===== config.mk =====
export PLATFORM = sky130hd
export DESIGN_NAME = uart_tx
export DESIGN_NICKNAME = d
export VERILOG_FILES = /design/src/rtl/uart_tx.sv
export SDC_FILE = /design/constraint.sdc
export NUM_CORES = 1
export LEC_CHECK = 0
export CAP_MARGIN = 30
export CORE_ASPECT_RATIO = 2
export CORE_UTILIZATION = 39
export DETAILED_ROUTE_END_ITERATION = 6
export HOLD_SLACK_MARGIN = 0.12
export PLACE_DENSITY = 0.65
export SLEW_MARGIN = 20
export SYNTH_ARGS = -nofsm -noshare
export SYNTH_HDL_FRONTEND = slang
export SYNTH_SLANG_ARGS = --single-unit

===== constraint.sdc =====
create_clock -name clk -period 4.95 [get_ports clk]
set_input_delay 0.495 -clock clk [delete_from_list [all_inputs] [get_ports clk]]
set_output_delay 0.495 -clock clk [all_outputs]
set_load 0.01 [all_outputs]

===== src/rtl/uart_tx.sv =====
// 8N1 UART transmitter with a one-entry holding register so frames can go out back to back.
// Define UART_TX_PARITY_EN to add an even-parity bit between the data bits and the stop bit.
module uart_tx #(
  parameter int CLKS_PER_BIT = 1
) (
  input  logic       clk,
  input  logic       rst,
  input  logic [7:0] data,
  input  logic       data_valid,
  output logic       ready,
  output logic       busy,
  output logic       tx
);

  localparam int CW = $clog2(CLKS_PER_BIT) + 1;
  localparam logic [CW-1:0] CNT_LAST = CW'(CLKS_PER_BIT - 1);

  typedef enum logic [2:0] {
    IDLE   = 3'd0,
    START  = 3'd1,
    DATA   = 3'd2,
`ifdef UART_TX_PARITY_EN
    PARITY = 3'd3,
`endif
    STOP   = 3'd4
  } state_t;

  state_t        state, state_nxt;
  logic [CW-1:0] cnt, cnt_nxt;
  logic [2:0]    bit_idx, bit_nxt;
  logic [7:0]    shift, shift_nxt;
  logic [7:0]    hold_data;
  logic          hold_full;
  logic          tx_q, tx_nxt;
  logic          cnt_last, accept, load;

  assign cnt_last = (cnt == CNT_LAST);
  assign accept   = data_valid && !hold_full;
  assign ready    = !hold_full;
  assign busy     = (state != IDLE);
  assign tx       = tx_q;

  always_comb begin
    state_nxt = state;
    cnt_nxt   = cnt;
    bit_nxt   = bit_idx;
    load      = 1'b0;
    case (state)
      IDLE: begin
        if (hold_full) begin
          load      = 1'b1;
          state_nxt = START;
        end
      end
      START: begin
        if (cnt_last) begin
          cnt_nxt   = '0;
          bit_nxt   = 3'd0;
          state_nxt = DATA;
        end else begin
          cnt_nxt = cnt + CW'(1);
        end
      end
      DATA: begin
        if (cnt_last) begin
          cnt_nxt = '0;
          if (bit_idx == 3'd7) begin
            bit_nxt = 3'd0;
`ifdef UART_TX_PARITY_EN
            state_nxt = PARITY;
`else
            state_nxt = STOP;
`endif
          end else begin
            bit_nxt = bit_idx + 3'd1;
          end
        end else begin
          cnt_nxt = cnt + CW'(1);
        end
      end
`ifdef UART_TX_PARITY_EN
      PARITY: begin
        if (cnt_last) begin
          cnt_nxt   = '0;
          state_nxt = STOP;
        end else begin
          cnt_nxt = cnt + CW'(1);
        end
      end
`endif
      STOP: begin
        if (cnt_last) begin
          cnt_nxt = '0;
          // a waiting byte starts its frame with no idle gap
          if (hold_full) begin
            load      = 1'b1;
            state_nxt = START;
          end else begin
            state_nxt = IDLE;
          end
        end else begin
          cnt_nxt = cnt + CW'(1);
        end
      end
      default: begin
        state_nxt = IDLE;
        cnt_nxt   = '0;
        bit_nxt   = 3'd0;
      end
    endcase
  end

  assign shift_nxt = load ? hold_data : shift;

  // tx is registered, so it is computed from the state being entered
  always_comb begin
    tx_nxt = 1'b1;
    case (state_nxt)
      START:  tx_nxt = 1'b0;
      DATA:   tx_nxt = shift_nxt[bit_nxt];
`ifdef UART_TX_PARITY_EN
      PARITY: tx_nxt = ^shift_nxt;
`endif
      default: tx_nxt = 1'b1;
    endcase
  end

  always_ff @(posedge clk or posedge rst) begin
    if (rst) begin
      state   <= IDLE;
      cnt     <= '0;
      bit_idx <= 3'd0;
      shift   <= 8'd0;
      tx_q    <= 1'b1;
    end else begin
      state   <= state_nxt;
      cnt     <= cnt_nxt;
      bit_idx <= bit_nxt;
      shift   <= shift_nxt;
      tx_q    <= tx_nxt;
    end
  end

  // a load frees the slot; an acceptance on the same edge refills it
  always_ff @(posedge clk or posedge rst) begin
    if (rst) begin
      hold_data <= 8'd0;
      hold_full <= 1'b0;
    end else if (accept) begin
      hold_data <= data;
      hold_full <= 1'b1;
    end else if (load) begin
      hold_full <= 1'b0;
    end
  end

endmodule


# After elaboration in Yosys (flattened, before gate mapping)

Index checks and enable logic that the tools add are counted.

Register bits after elaboration: 25
Input bits: 11

$add $sub $neg: 2
Order comparisons: 1
Eq/ne operators: 6
Multiplexer cells: 22
Reduce and logical (&&, ||, !) cells: 7

Operators with widths:

| cell                | count |
|---|---|
| $mux 3              | 8 |
| $pmux 3 s4          | 1 |
| $pmux 3 s3          | 1 |
| $mux 8              | 1 |
| $mux 1              | 7 |
| $eq 3x1->1 const B  | 2 |
| $eq 3x2->1 const B  | 2 |
| $eq 3x3->1 const B  | 2 |
| $pmux 1 s2          | 3 |
| $lt 3x4->1 const B  | 1 |
| $add 3x1->3 const B | 1 |
| $bmux 1 s3          | 1 |
| $logic_not 3->1     | 1 |
| $reduce_bool 3->1   | 1 |
| $reduce_or 3->1     | 1 |
| $reduce_bool 2->1   | 1 |
| $reduce_or 2->1     | 1 |
| $add 1x1->1 const B | 1 |
| $logic_and 1x1->1   | 1 |
| $logic_not 1->1     | 1 |

# Logic depth before layout (Yosys ltp)

Gate-level depths: netlist of run 1.

Word-level depth: 7
Mapped depth: 7
Gate-level depth less buffers: 7

# Worst setup path before layout of run 1

Ideal clock, no wire load.

Path kind: register to register
Start: reg bit_idx[0]
End: reg tx_q, in the netlist tx
Setup time: 85 ps
Data arrival time: 2086 ps
Data required time: 4865 ps
Path slack: 2779 ps
Stages on the path, launching flop included: 8
Path buffers: 0
Cell sequence: dfrtp_1 > ha_1 > ha_1 > or4b_4 > a21oi_4 > mux2_2 > a21boi_0 > a31oi_1

Longest elaborated chain between the ends: 7

RTL lines:

| element                                          | line   | RTL |
|---|---|---|
| from (decl)                                      | 30     | `logic [2:0] bit_idx, bit_nxt;` |
| from (signal assigned)                           | 138    | `bit_idx <= bit_nxt;` |
| $add 3x1->3 / $eq 3x3->1 (equally long branches) | 75, 67 |  |
| $mux 3                                           | 67     | `if (bit_idx == 3'd7) begin` |
| $mux 3                                           | 65     | `if (cnt_last) begin` |
| $pmux 3 s3 (*)                                   | 48     | `case (state)` |
| named net bit_nxt[0]                             | 30     |  |
| $bmux 1 s3 (*)                                   | 120    | `DATA: tx_nxt = shift_nxt[bit_nxt];` |
| $mux 1 (implied by the code) (*)                 | 120    |  |
| $pmux 1 s2 (*)                                   | 118    | `case (state_nxt)` |
| named net tx_nxt                                 | 34     | `logic tx_q, tx_nxt;` |
| to (signal assigned)                             | 140    | `tx_q <= tx_nxt;` |
| to (decl)                                        | 34     |  |

Mark *: on every way through the listed nets, which the timed path passes. The rest lies on a longest branch. The select of a mux whose other input is x is not followed.
A chain may end at the register's enable or synchronous reset.

# Final worst setup path of run 1

Ends and elaborated chain as after synthesis.

==> metrics.cfg, run 1 <==
[floorplanning]
dieArea_sq_um=3010
ios=14
core_area_sq_um=2600
die_h_um=76.6
fp.dieW_um=39.3
initial_core_util_pct=41.7
rows=26

[clock_network]
clk_pin_slew_ps=80
clk-insertion-delay-late_ps=260
tritoncts=built
clock_sinks=24
post_cts_buffers=0
numCtsBuffers=3
cts_hold_buf=0
cts-root-buf=clkbuf_8
htree_levels=1
post_cts_resized=0
cts_buffer_depth=2

[routing]
drt_wl_total_um=1700
wl_per_cell_um=14.1
num_vias=637
drtIter0Drc=8
post_drt_via_cell_ratio=5.26
detail_route.first_pass.iterations=6
ant_nets=0
drc=0

[grt]
grt_max_degree=25
first_global_vias=668
antenna_found_initial=0
overflow=0
grt_first_pass_wirelength_um=2930
grt_usage_pct=13.9

[place]
place.gp.congestion=0.728
dp_slack_ps=2630
postPlaceCellArea_sq_um=1210
portBuffers=13

[layout]
area_growth_pct=17.4
finalInstanceArea_sq_um=1270
n_antenna_cell=0
fin_nets=107
drive_gt1_share_pct=31.2

[sta]
period_share_pct=47.1
fin_crit_ps=2330
setup_viol=0
slew_viol_final=0
slew_headroom_pct=45.0
whs_ps=464
max_freq_mhz=429
tightest_slew_ps=821
setup_slack_ps=2620
rsz0062_at_grt=false
final.setup.tns_ps=0
clock_skew_ps=5.25
final-hold-violation-count=0

[synth]
synth-edff-count=0
synth_area_sq_um=1090
ys_top_cells_by_area=dfrtp_1 53%, mux2_2 18%, mux2i_1 2.8%, dfstp_2 2.4%, ha_1 2.3%
synth.distinct_cells=30
synthArstFlopShare_pct=100
syn-num-nets=92
syn_inst=79
synth_area_leader_cell=dfrtp_1
syn_avg_cell_area_sq_um=13.7
synthTopCellsByCount=23 x dfrtp_1, 17 x mux2_2
synth_flop_cell=dfrtp_1
synth-seq-cells=24
yosys_warnings=0
synth_most_common_cell=dfrtp_1
synth.top_cell.area_share_pct=53.0
yosysSeqAreaShare_pct=55.4

[setup_path]
cp-start-kind=register
path_common_cell=ha_1
cp.required_ps=5130
critPathSlowestCell=or4b_4
r2r-end=tx
worstPathCellList=ha_1 -> ha_1 -> or4b_4 -> a21oi_4 -> mux2i_1 -> or3b_1 -> a31oi_1
r2r-start=bit_idx[0]
worst-path-buf-inv=0
critPathKind=reg2reg
reg2regPathDepth=7
cp-end-kind=register
reg2reg_slack_ps=2620
critPathMaxStageDelay_ps=560
critPathArrivalTime_ps=2510
path_delay_family=simple AND/OR/NAND/NOR gates
cp_max_fo=5

[job]
maxCapViolCount=0

[power]
ir_drop_uv=259
p_leak_nw=0.545
power_density_nw_per_um2=634

[worst_hold_path]
min_path_type=in2async

[status]
outcome=completed

-- per-layer routing --
metal | track usage, % | vias to the layer above | share of wire [%]
met5 | 0 | - | 0
met4 | 8.28 | 0 | 2.7
met3 | 2.62 | 5 | 2.4
met2 | 22.0 | 10 | 56
met1 | 16.3 | 319 | 39
li1 | - | 303 | -
-- cell families (layout without fill, tap and decap cells) --
group                    Yosys count  after routing  share of synthesized area, %
AO/OA/AOI/OAI                      7              7                          4.95
buffers and inverters              7             21                          4.38
flip-flops                        24             24                          55.4
AND/OR/NAND/NOR                   19             19                          12.6
adder cells (fa/ha/maj)            2              2                          2.30
multiplexers                      20             20                          20.4
-- sequential cells by signal (all words and copies together) (netlist names) --
signal	flops
hold_data	8
shift	8
bit_idx	3
state	3
hold_full	1
tx	1
-- metrics by stage --
stage,std cells,util [%],power [W]
2_1_floorplan,79,-,0.000632
3_3_place_gp,116,46.7,0.000692
3_5_place_dp,116,46.7,0.000704
4_1_cts,120,48.4,0.000819
5_1_grt,121,49.0,0.000870
6_report,121,49.0,0.000809
-- power by group --
part / internal (W) / switching [W]
Combinational: 0.000205 / 0.000141
Clock: 0.0000574 / 0.0000578
Sequential: 0.000294 / 0.0000537
Total: 0.000556 / 0.000252
-- worst reg2reg max path: cells and delay by family, from the launching register on --
kind | cells | cell delay, ps
AOI/OAI and AO/OA | 2 | 410
adders and majority gates | 2 | 420
DFF | 1 | 400
muxes | 1 | 110
and+or+nand+nor | 2 | 910
-- cells in the final DEF, fill, tap and decap left out --
cell type,Yosys,final
a21boi_0,1,1
a21oi_1,3,3
a21oi_4,1,1
a31oi_1,1,1
and2b_1,1,1
buf_8,0,1
clkbuf_1,1,1
clkbuf_8,1,3
clkdlybuf4s50_1,0,13
dfrtp_1,23,23
dfstp_2,1,1
ha_1,2,2
inv_1,3,3
mux2_2,17,17
mux2i_1,3,3
nand2_1,2,2
nand2b_1,1,1
nand3b_1,1,1
nor2_1,3,3
nor2b_1,1,1
nor3_1,1,1
nor3b_1,1,1
nor3b_2,1,1
o22a_1,1,1
or2_2,1,1
or2b_2,2,2
or3_1,1,1
or3b_1,1,1
or4b_4,1,1
or4bb_2,1,1
-- how the worst max path moves through the flow --
| stage | from | to | slack (ps) | cells after the start |
|---|---|---|---|---|
| 2_1_floorplan | bit_idx[0] | tx | 2780 | 7 |
| 6_report | bit_idx[0] | tx | 2620 | 7 |
| 3_5_place_dp | bit_idx[0] | tx | 2630 | 7 |
| 4_1_cts | bit_idx[0] | tx | 2610 | 7 |
| 5_1_grt | bit_idx[0] | tx | 2460 | 7 |
| 3_3_place_gp | bit_idx[0] | tx | 2700 | 7 |
-- cell type report --
cell class	instances	area, sq um
multi-input combinational	48	437
tap	28	35.0
sequential	24	602
fill	250	1330
timing repair buffer	14	145
inverter	3	11.3
clock buffer	4	45.0
Note: power is estimated with default switching activity, not from simulation.
==> inputs of run 2 (changes only) <==
--- a/config.mk
+++ b/config.mk
@@ -10,7 +10,7 @@
 export CORE_UTILIZATION = 39
 export DETAILED_ROUTE_END_ITERATION = 6
 export HOLD_SLACK_MARGIN = 0.12
-export PLACE_DENSITY = 0.65
+export PLACE_DENSITY = 0.67
 export SLEW_MARGIN = 20
 export SYNTH_ARGS = -nofsm -noshare
 export SYNTH_HDL_FRONTEND = slang
==> constraint.sdc (replaced) <==
create_clock -name clk -period 1.9 [get_ports clk]
set_input_delay 0.19 -clock clk [delete_from_list [all_inputs] [get_ports clk]]
set_output_delay 0.19 -clock clk [all_outputs]
set_load 0.01 [all_outputs]
==> metrics.cfg, run 2 (synthesized netlist as in run 1, its figures left out) <==
[floorplanning]
die_h_um=76.6
ios=14
core_area_sq_um=2600
initial_core_util_pct=41.7
dieArea_sq_um=3010
rows=26
fp.dieW_um=39.3

[routing]
num_vias=686
drt_wl_total_um=1860
ant_nets=0
detail_route.first_pass.iterations=4
wl_per_cell_um=14.0
drc=0
post_drt_via_cell_ratio=5.16
drtIter0Drc=17

[clock_network]
cts_hold_buf=0
clock_sinks=24
clk_pin_slew_ps=80
clk-insertion-delay-late_ps=260
htree_levels=1
numCtsBuffers=3
cts-root-buf=clkbuf_8
tritoncts=built
cts_buffer_depth=2

[power]
clkPwrFrac_pct=12.4
p_comb_share_pct=51.0
ir_drop_uv=916
power_switching_share_pct=31.1
intPower_w=0.00165
power_switching_w=0.000747
power_density_nw_per_um2=1700
seqPwrFrac_pct=36.6
p_leak_nw=0.615

[job]
maxCapViolCount=0

[status]
violations=negative setup slack
outcome=finished, violations left

[place]
place.gp.congestion=0.805
portBuffers=13
dp_cells=126
postPlaceCellArea_sq_um=1310
hpwl_um=1410

[setup_path]
cp-end-kind=register
cp-start-kind=register
reg2reg_slack_ps=-270
cp.required_ps=2080
r2r-end=tx
critPathMaxStageDelay_ps=490
r2r-start=bit_idx[1]
cp-endpoint=tx
worstPathCellList=ha_2 -> ha_4 -> or4b_4 -> a21oi_4 -> buf_6 -> mux2_4 -> a21boi_2 -> a31oi_2
critPathKind=reg2reg
cp_max_fo=4
critPathSlowestCell=or4b_4
critPathArrivalTime_ps=2350
reg2regPathDepth=8
crit_start=bit_idx[1]

[layout]
final_common_cell=dfrtp_1
area_growth_pct=29.7
fillers=243
finalInstanceArea_sq_um=1410
final_cells=133
fin_nets=119
layout_common_cells=22 x dfrtp_1, 16 x mux2_2, 12 x clkdlybuf4s50_1
drive_gt1_share_pct=44.8
reg_top3=hold_data x8, shift x8
fin_util_pct=54.1
n_antenna_cell=0

[sta]
rsz0062_at_grt=true
slew_viol_final=0
clock_skew_ps=4.95
setup_viol=1
max_freq_mhz=462
slew_headroom_pct=79.7
setup_slack_ps=-265
final.setup.tns_ps=-265
period_share_pct=114
tightest_slew_ps=305
fin_crit_ps=2170
final-hold-violation-count=0

[grt]
grt_first_pass_wirelength_um=3220
grt_max_degree=25
antenna_found_initial=0
grt_usage_pct=15.4
overflow=0
first_global_vias=745

[worst_hold_path]
min_path_type=in2async

-- run 2: changes by cell type in the layout (fill, tap and decap cells not counted), sizes merged --
cell / before / now
dlymetal6s2s: 0 / 1
clkdlybuf4s50: 13 / 12
buf: 1 / 13
-- run 2: how the worst min path moves through the flow --
stage | startpoint | to | slack (ps) | depth (start not counted)
6_report | rst | hold_data[5] | 270 | 3
5_1_grt | rst | state[0] | 320 | 3
4_1_cts | rst | hold_data[5] | 280 | 3
3_5_place_dp | shift[7] | shift[7] | 490 | 1
3_3_place_gp | hold_data[6] | hold_data[6] | 480 | 1
2_1_floorplan | rst | bit_idx[0] | 200 | 1
-- run 2: routing by layer --
layer | track usage [%] | vias up | wire [um]
li1 | - | 327 | -
met1 | 16.7 | 343 | 663
met2 | 26.7 | 11 | 1120
met3 | 1.75 | 5 | 32
met4 | 8.28 | 0 | 51
met5 | 0 | - | 0
-- run 2: critical path: cells and delay by family, from the launching register on --
family | cells | cell delay (ps)
AO/OA/AOI/OAI | 3 | 430
adder cells (fa/ha/maj) | 2 | 350
buffers and inverters | 1 | 130
flip-flops | 1 | 390
multiplexers | 1 | 290
AND/OR/NAND/NOR | 1 | 490
-- run 2: per-stage QoR --
stage	hold WS (ps)	total power, W	worst slack (ps)
final	269	0.00240	-265
after global routing	322	0.00258	-341
after floorplan	204	0.00168	-158
after CTS	284	0.00239	-265
after detailed placement	490	0.00200	-340
after global placement	485	0.00194	-229
-- run 2: cell type report --
cell class / count / area (sq um) / area share [%]
multi-input combinational: 48 / 477 / 33.8
tap: 28 / 35.0 / 2.49
clock buffer: 4 / 45.0 / 3.20
inverter: 3 / 11.3 / 0.799
timing repair buffer: 26 / 238 / 16.9
sequential: 24 / 603 / 42.8
-- run 2: timing repair --
item / CTS / global route
resized for setup: 4 / 4
setup endpoints to repair: 2 / 2
pin swaps: 5 / 2
endpoints found under the hold margin: 0 / 0
setup buffers: 3 / 0
-- run 2: power by group through the flow --
stage	Sequential (W)	Clock, W	Combinational [W]
global placement	0.000886	0	0.00106
finish	0.000880	0.000297	0.00123
detailed placement	0.000898	0	0.00110
CTS	0.000883	0.000307	0.00120
global route	0.000911	0.000328	0.00134
floorplan	0.000856	0	0.000828
==> inputs of run 3 (changes only) <==
--- a/config.mk
+++ b/config.mk
@@ -15,3 +15,4 @@
 export SYNTH_ARGS = -nofsm -noshare
 export SYNTH_HDL_FRONTEND = slang
 export SYNTH_SLANG_ARGS = --single-unit
+export TNS_END_PERCENT = 10
==> metrics.cfg, run 3 (synthesized netlist as in run 1, its figures left out) <==
[setup_path]
critPathArrivalTime_ps=2340
critPathSlowestCell=or4b_4
worstPathCellList=ha_2 -> ha_4 -> or4b_4 -> a21oi_4 -> buf_6 -> mux2_4 -> a21boi_2 -> a31oi_2
cp_max_fo=4
cp-start-kind=register
r2r-start=bit_idx[0]
cp.required_ps=2080
cp-end-kind=register
reg2regPathDepth=8
reg2reg_slack_ps=-260
critPathKind=reg2reg
critPathMaxStageDelay_ps=490
r2r-end=tx

[sta]
fin_crit_ps=2160
slew_headroom_pct=79.8
rsz0062_at_grt=true
period_share_pct=114
final.setup.tns_ps=-264
slew_viol_final=0
tightest_slew_ps=303
final-hold-violation-count=0
clock_skew_ps=4.95
setup_slack_ps=-264
max_freq_mhz=462
setup_viol=1

[power]
clkPwrFrac_pct=12.5
intPower_w=0.00164
p_comb_share_pct=50.3
p_total_w=0.00238
power_switching_share_pct=31.2
power_switching_w=0.000743
ir_drop_uv=915
power_density_nw_per_um2=1700
p_leak_nw=0.603
seqPwrFrac_pct=37.3

[grt]
first_global_vias=740
grt_usage_pct=15.3
overflow=0
grt_max_degree=25
antenna_found_initial=0
grt_first_pass_wirelength_um=3220

[layout]
final_common_cell=dfrtp_1
area_growth_pct=28.7
reg_top3=hold_data x8, shift x8
n_antenna_cell=0
fin_nets=118
layout_common_cells=22 x dfrtp_1, 16 x mux2_2, 12 x clkdlybuf4s50_1
drive_gt1_share_pct=44.2

[routing]
drt_wl_total_um=1840
ant_nets=0
detail_route.first_pass.iterations=4
post_drt_via_cell_ratio=5.18
wl_per_cell_um=14.0
num_vias=684
drtIter0Drc=14
drc=0

[clock_network]
cts_buffer_depth=2
tritoncts=built
clk_pin_slew_ps=80
clock_sinks=24
numCtsBuffers=3
cts_hold_buf=0
htree_levels=1
cts-root-buf=clkbuf_8
clk-insertion-delay-late_ps=260

[place]
portBuffers=13
place.gp.congestion=0.805
hpwl_um=1410
dp_slack_ps=-340

[floorplanning]
dieArea_sq_um=3010
initial_core_util_pct=41.7
die_h_um=76.6
core_area_sq_um=2600
fp.dieW_um=39.3
ios=14
rows=26

[job]
maxCapViolCount=0

[status]
outcome=finished, violations left
violations=negative setup slack

[worst_hold_path]
min_path_type=in2async

-- run 3: cell count changes in the layout (fill, tap and decap cells not counted), sizes merged --
cell          delta
buf              -1
dlymetal6s2s     -1
dlygate4sd2      +1
-- run 3: worst max-delay path, delay by kind of cell, from the launching register on --
| family | cells | cell delay (ps) |
|---|---|---|
| flops | 1 | 390 |
| compound gates | 3 | 420 |
| mux | 1 | 290 |
| buf+inv | 1 | 130 |
| simple gates | 1 | 490 |
| fa+ha+maj | 2 | 360 |
-- run 3: power by group through the flow --
stage | logic, W | clock network, W | registers, W
3_5_place_dp | 0.00110 | 0 | 0.000898
5_1_grt | 0.00130 | 0.000328 | 0.000921
2_1_floorplan | 0.000828 | 0 | 0.000856
3_3_place_gp | 0.00106 | 0 | 0.000886
4_1_cts | 0.00117 | 0.000307 | 0.000890
6_report | 0.00120 | 0.000297 | 0.000887
-- run 3: repair_timing --
action | in CTS | in global routing
gates resized for setup | 5 | 3
pin swaps | 5 | 2
endpoints found under the setup margin | 2 | 1
setup buffers | 2 | 0
-- run 3: layout make-up --
| type | count | area [sq um] |
|---|---|---|
| clock buffer | 4 | 45.0 |
| fill | 243 | 1200 |
| inverter | 3 | 11.3 |
| multi-input combinational | 48 | 477 |
| sequential | 24 | 603 |
| tap | 28 | 35.0 |
| timing repair buffer | 25 | 226 |
-- run 3: layer usage --
metal	share of wire (%)	vias to the layer above	wire (um)	GRT usage, %
met5	0	-	0	0
met4	2.8	0	51	8.28
met3	1.7	5	31	1.75
met2	60	11	1110	26.5
met1	36	343	655	16.7
li1	-	325	-	-
-- run 3: per-stage QoR --
stage          instance area (sq um)  util (%)  hold slack [ps]  cells
2_1_floorplan                   1100         -              204     79
3_3_place_gp                    1310      50.3              485    126
3_5_place_dp                    1310      50.3              490    126
4_1_cts                         1380      53.2              284    132
5_1_grt                         1400      53.7              322    132
6_report                        1400      53.7              269    132
-- run 3: how the worst max path moves through the flow --
stage | startpoint | endpoint | slack, ps | cells past startpoint
after detailed placement | bit_idx[1] | tx | -340 | 7
after global placement | bit_idx[0] | tx | -230 | 7
final | bit_idx[0] | tx | -260 | 8
after floorplan | bit_idx[1] | tx | -160 | 7
after CTS | bit_idx[0] | tx | -260 | 8
after global routing | bit_idx[0] | tx | -340 | 7
